$ cat src/rtl/uart_tx_fifo.sv
// Buffered UART transmitter: a power-of-two FIFO feeding a start/data/parity/stop frame engine.
// Define UART_TX_PARITY_EN to insert a parity bit after the data bits (PARITY_ODD selects odd).
module uart_tx_fifo #(
  parameter int CLOCK_FREQ = 33_000_000,
  parameter int BAUD_RATE  = 115_200,
  parameter int DATA_BITS  = 8,
  parameter int STOP_BITS  = 1,
  parameter int FIFO_DEPTH = 8,
  parameter int PARITY_ODD = 0
) (
  input  logic                        clk,
  input  logic                        reset,
  input  logic [DATA_BITS-1:0]        data_in,
  input  logic                        data_in_valid,
  output logic                        data_in_ready,
  output logic                        serial_out,
  output logic                        busy,
  output logic [$clog2(FIFO_DEPTH):0] fifo_count
);

  localparam int SYMBOL_EDGE_TIME = CLOCK_FREQ / BAUD_RATE;
  localparam int PTR_W = $clog2(FIFO_DEPTH);
  localparam int CNT_W = PTR_W + 1;
  localparam int TMR_W = $clog2(SYMBOL_EDGE_TIME * 2);
  localparam int BIT_W = $clog2(DATA_BITS);

  localparam logic [TMR_W-1:0] BIT_LAST   = TMR_W'(SYMBOL_EDGE_TIME - 1);
  localparam logic [TMR_W-1:0] STOP_LAST  = TMR_W'(STOP_BITS * SYMBOL_EDGE_TIME - 1);
  localparam logic [BIT_W-1:0] DATA_LAST  = BIT_W'(DATA_BITS - 1);
  localparam logic [CNT_W-1:0] FULL_COUNT = CNT_W'(FIFO_DEPTH);

  typedef enum logic [2:0] {
    IDLE,
    START,
    DATA,
    PARITY,
    STOP
  } state_t;

`ifdef UART_TX_PARITY_EN
  localparam state_t AFTER_DATA = PARITY;
`else
  localparam state_t AFTER_DATA = STOP;
`endif

  logic [DATA_BITS-1:0] mem_q [FIFO_DEPTH];

  logic [PTR_W-1:0]     wr_ptr_q, wr_ptr_d;
  logic [PTR_W-1:0]     rd_ptr_q, rd_ptr_d;
  logic [CNT_W-1:0]     count_q, count_d;
  state_t               state_q, state_d;
  logic [TMR_W-1:0]     timer_q, timer_d;
  logic [BIT_W-1:0]     bit_idx_q, bit_idx_d;
  logic [DATA_BITS-1:0] shift_q, shift_d;
  logic                 parity_q, parity_d;
  logic                 serial_q, serial_d;
  logic                 busy_q, busy_d;

  logic                 push;
  logic                 pop;
  logic                 bit_done;
  logic [DATA_BITS-1:0] head;

  // Ready depends only on occupancy, so a full FIFO refuses data even when a pop is under way.
  assign data_in_ready = (count_q != FULL_COUNT);
  assign push          = data_in_valid && data_in_ready && !reset;
  assign head          = mem_q[rd_ptr_q];
  assign bit_done      = (timer_q == BIT_LAST);

  assign serial_out = serial_q;
  assign busy       = busy_q;
  assign fifo_count = count_q;

  always_comb begin
    state_d   = state_q;
    timer_d   = timer_q;
    bit_idx_d = bit_idx_q;
    shift_d   = shift_q;
    parity_d  = parity_q;
    pop       = 1'b0;

    case (state_q)
      IDLE: begin
        timer_d = '0;
        if (count_q != '0) begin
          pop     = 1'b1;
          state_d = START;
        end
      end
      START: begin
        if (bit_done) begin
          timer_d   = '0;
          bit_idx_d = '0;
          state_d   = DATA;
        end else begin
          timer_d = timer_q + 1'b1;
        end
      end
      DATA: begin
        if (bit_done) begin
          timer_d = '0;
          if (bit_idx_q == DATA_LAST) begin
            state_d = AFTER_DATA;
          end else begin
            bit_idx_d = bit_idx_q + 1'b1;
            shift_d   = shift_q >> 1;
          end
        end else begin
          timer_d = timer_q + 1'b1;
        end
      end
      PARITY: begin
        if (bit_done) begin
          timer_d = '0;
          state_d = STOP;
        end else begin
          timer_d = timer_q + 1'b1;
        end
      end
      STOP: begin
        // The stop symbol spans all stop bits with one count, then chains straight into the next frame.
        if (timer_q == STOP_LAST) begin
          timer_d = '0;
          if (count_q != '0) begin
            pop     = 1'b1;
            state_d = START;
          end else begin
            state_d = IDLE;
          end
        end else begin
          timer_d = timer_q + 1'b1;
        end
      end
      default: begin
        state_d = IDLE;
        timer_d = '0;
      end
    endcase

    if (pop) begin
      shift_d  = head;
      parity_d = (^head) ^ PARITY_ODD[0];
    end
  end

  always_comb begin
    wr_ptr_d = push ? wr_ptr_q + 1'b1 : wr_ptr_q;
    rd_ptr_d = pop  ? rd_ptr_q + 1'b1 : rd_ptr_q;
    case ({push, pop})
      2'b10:   count_d = count_q + 1'b1;
      2'b01:   count_d = count_q - 1'b1;
      default: count_d = count_q;
    endcase
  end

  // Line level follows the state one cycle later, so every symbol keeps its full width.
  always_comb begin
    case (state_q)
      START:   serial_d = 1'b0;
      DATA:    serial_d = shift_q[0];
      PARITY:  serial_d = parity_q;
      default: serial_d = 1'b1;
    endcase
    busy_d = (state_q != IDLE) || (count_q != '0);
  end

  always_ff @(posedge clk) begin
    if (reset) begin
      wr_ptr_q  <= '0;
      rd_ptr_q  <= '0;
      count_q   <= '0;
      state_q   <= IDLE;
      timer_q   <= '0;
      bit_idx_q <= '0;
      shift_q   <= '0;
      parity_q  <= 1'b0;
      serial_q  <= 1'b1;
      busy_q    <= 1'b0;
    end else begin
      wr_ptr_q  <= wr_ptr_d;
      rd_ptr_q  <= rd_ptr_d;
      count_q   <= count_d;
      state_q   <= state_d;
      timer_q   <= timer_d;
      bit_idx_q <= bit_idx_d;
      shift_q   <= shift_d;
      parity_q  <= parity_d;
      serial_q  <= serial_d;
      busy_q    <= busy_d;
    end
  end

  always_ff @(posedge clk) begin
    if (push) begin
      mem_q[wr_ptr_q] <= data_in;
    end
  end

endmodule

$ cat config.mk
export PLATFORM = sky130hd
export DESIGN_NAME = uart_tx_fifo
export DESIGN_NICKNAME = d
export VERILOG_FILES = /design/src/rtl/uart_tx_fifo.sv
export SDC_FILE = /design/constraint.sdc
export NUM_CORES = 1
export LEC_CHECK = 0
export BUFFER_PORTS_ARGS = -buffer_cell sky130_fd_sc_hd__buf_4
export CORE_MARGIN = 2
export CORE_UTILIZATION = 50
export CTS_CLUSTER_DIAMETER = 50
export DETAILED_ROUTE_END_ITERATION = 7
export GPL_ROUTABILITY_DRIVEN = 0
export PLACE_DENSITY = 0.67
export SYNTH_ARGS = -nofsm -noshare
export SYNTH_HDL_FRONTEND = slang
export SYNTH_SLANG_ARGS = --single-unit
$ cat constraint.sdc
create_clock -name clk -period 4.1 [get_ports clk]
set_input_delay 0.205 -clock clk [delete_from_list [all_inputs] [get_ports clk]]
set_output_delay 0.205 -clock clk [all_outputs]
set_load 0.03 [all_outputs]
==> run metrics <==
outcome finished clean; CP startpoint kind flop; GRT Residual Overflow 0; CP arrival between 3 and 4 ns; clock root buffer clkbuf_8; Die Y roughly 100 µm; skew final approximately 0.014 ns; core area 0.00876 mm²; final worst path period need between 2 and 3 ns; IO Count 18; Post-DRT Antenna Nets 0; Critical Path Slowest Stage Cell dfxtp_1; initial core utilization 0.520; CP Max Fanout 16; Vias/cell about 5.5; first-pass GRT wire length 13000 µm; max-slew violations 0; Seq/Total Area, Yosys 0.597; net count after synthesis 356; Final Cycle Share 0.719; crit path capture type flop; syn_area_per_cell between 10 and 15 µm²; vias in the first global route about 2.6k; R2R Setup Slk between 1 and 1.5 ns; DRC errors left 0; clk sinks approximately 100; Fin Setup TNS 0 ns; most frequent cells in the layout 64 x edfxtp_1, 40 x dfxtp_1, 35 x nor2_1; Final Setup Violations 0; Site Rows 34; setup repair bufs after CTS 0; Post-Syn Area 0.00456 mm²; Syn Inst Count around 340; peak supply drop ~0.34 mV; die width ~100 µm; share of post-route cells with drive strength above 1 0.193; synth unique cells 44; crit path kind reg2reg; initial drt markers approximately 110; post_cts resized 0; Lkg Pwr 1.68 nW; WP data required 4.40 ns; Num CTS Buffers 9; yosys synthesis warning count 0; Pre-Repair DR Iteration Count 4; slowest stage delay, CP around 0.43 ns; nets around 370; clock buffer depth 2; commonest non-fill, non-tap cell in the layout edfxtp_1; largest net degree at the start of global routing 32; antenna cell count 0; # hold bufs at CTS 0; latest clock arrival within the worst-skew pair around 0.36 ns; EDFF count, synth 64; worst hold margin approximately 0.066 ns; Least-Margin Pin Slew between 1 and 1.5 ns; RSZ-0062 raised after global routing no; drt total wl roughly 7700 µm; port buffer count 17; Hold Fails Final Rpt 0; Max Clk Rate 339 MHz; initial antenna violation count 0; synthesis-stage register bit count roughly 100; dpl hpwl slightly above 5000 µm; Area Overhead vs Synth 10.2%; most frequent CP cell ha_1; die area ~0.0099 mm²; Post-synth ARST share 0; H-tree levels 3; Worst Hold Class in2reg; fillers roughly 700; DR WL/cell 16.4 µm; CTS tree done; Critical Path, Cell by Cell ha_1 > and2_1 > nand3_1 > a211oi_2 > buf_4 > ha_1 > xor2_1 > ha_1 > a21oi_1 > xor2_1 > or3_1 > a21oi_1; Worst-path clk slew 0.10 ns; cell family with most CP delay simple AND/OR/NAND/NOR gates; Power per Cell Area between 500 and 600 mW/mm²; main flop type after synthesis edfxtp_1; max_slew headroom 0.331; DR vias around 2.6k; maxcap violations 0; Crit path buffers/inverters 1; gr usage total 0.172
## Yosys cell counts, types with 3 or more instances
library cell / n / area [µm²]
or3_1: 4 / 25.0
nor2_1: 35 / 131
mux2_2: 5 / 56.3
xnor2_1: 14 / 123
mux4_2: 19 / 428
ha_1: 9 / 113
a22oi_1: 3 / 22.5
nand2_1: 24 / 90.1
dfxtp_1: 40 / 801
nand3_1: 10 / 50.1
nor2b_1: 7 / 43.8
edfxtp_1: 64 / 1920
a31oi_1: 4 / 25.0
o21ai_0: 3 / 15.0
xor2_1: 21 / 184
nor3_1: 6 / 30.0
mux2i_1: 6 / 60.1
a211oi_1: 3 / 22.5
nand2b_1: 5 / 31.3
buf_2: 4 / 20.0
clkbuf_1: 6 / 22.5
a21oi_1: 15 / 75.1
## metal layers
metal | GRT usage | routed length [µm] | vias to the layer above | share of wire
li1 | - | - | 1268 | -
met1 | 0.231 | 3530 | 1275 | 0.46
met2 | 0.284 | 3800 | 34 | 0.50
met3 | 0.0379 | 251 | 4 | 0.033
met4 | 0.0537 | 82 | 0 | 0.011
met5 | 0 | 0 | - | 0
## kinds of logic (layout without fill, tap and decap cells)
logic type | after synthesis | after routing | share of synthesized area
flip-flops | 104 | 104 | 0.597
AND/OR/NAND/NOR | 104 | 104 | 0.111
XOR/XNOR | 36 | 36 | 0.0708
AO/OA/AOI/OAI | 35 | 35 | 0.0491
multiplexers | 32 | 32 | 0.130
buffers and inverters | 16 | 38 | 0.0176
adder cells (fa/ha/maj) | 9 | 9 | 0.0247
## flip-flops by register name, summed over array words and instances (netlist names), named ones only
signal      cells
shift_q         8
wr_ptr_q        3
bit_idx_q       3
busy            1
timer_q        10
parity_q        1
state_q         3
serial_out      1
fifo_count      4
mem_q          64
rd_ptr_q        3
## power by group
group          internal [mW]  switching [mW]
registers               1.21           0.110
clock network          0.412           0.350
logic                  0.387           0.385
total                   2.01           0.845
## final cells by class
type	count	area [µm²]	share of cell area
Multi-Input combinational cell	216	1760	0.351
Timing Repair Buffer	20	150	0.0299
Inverter	2	7.51	0.00149
Clock buffer	9	124	0.0246
Tap cell	108	135	0.0269
Sequential cell	104	2720	0.542
Clock inverter	7	124	0.0246
## path summary, 6_finish.rpt
kind                                   from                         end  cells past startpoint
setup reg to reg      timer_q[0]$_SDFF_PP0_  fifo_count[2]$_SDFFE_PP0P_                     12
setup / recovery      timer_q[0]$_SDFF_PP0_  fifo_count[2]$_SDFFE_PP0P_                     12
hold / removal                   data_in[7]       mem_q[1][7]$_DFFE_PP_                      1
hold reg to reg   bit_idx_q[2]$_SDFFE_PP0P_   bit_idx_q[2]$_SDFFE_PP0P_                      2
## stage by stage
stage                     utilization  instance area, µm²  setup WS [ns]  instances  power (mW)
final                           0.574                5030           1.15        466        2.85
after global routing            0.574                5030          0.851        466        3.03
after CTS                       0.574                5030           1.16        466        2.89
after detailed placement        0.545                4780           1.18        450        2.12
after global placement          0.545                4780           1.28        450        2.11
after floorplan                     -                4560           1.10        336        1.95
## worst register-to-register path, stage by stage (launching register included)
cell	delay, ns
dfxtp_1	0.43
ha_1	0.17
and2_1	0.14
nand3_1	0.32
a211oi_2	0.31
buf_4	0.24
ha_1	0.27
xor2_1	0.18
ha_1	0.16
a21oi_1	0.05
xor2_1	0.17
or3_1	0.32
a21oi_1	0.14
Note: power is estimated with default switching activity, not from simulation.
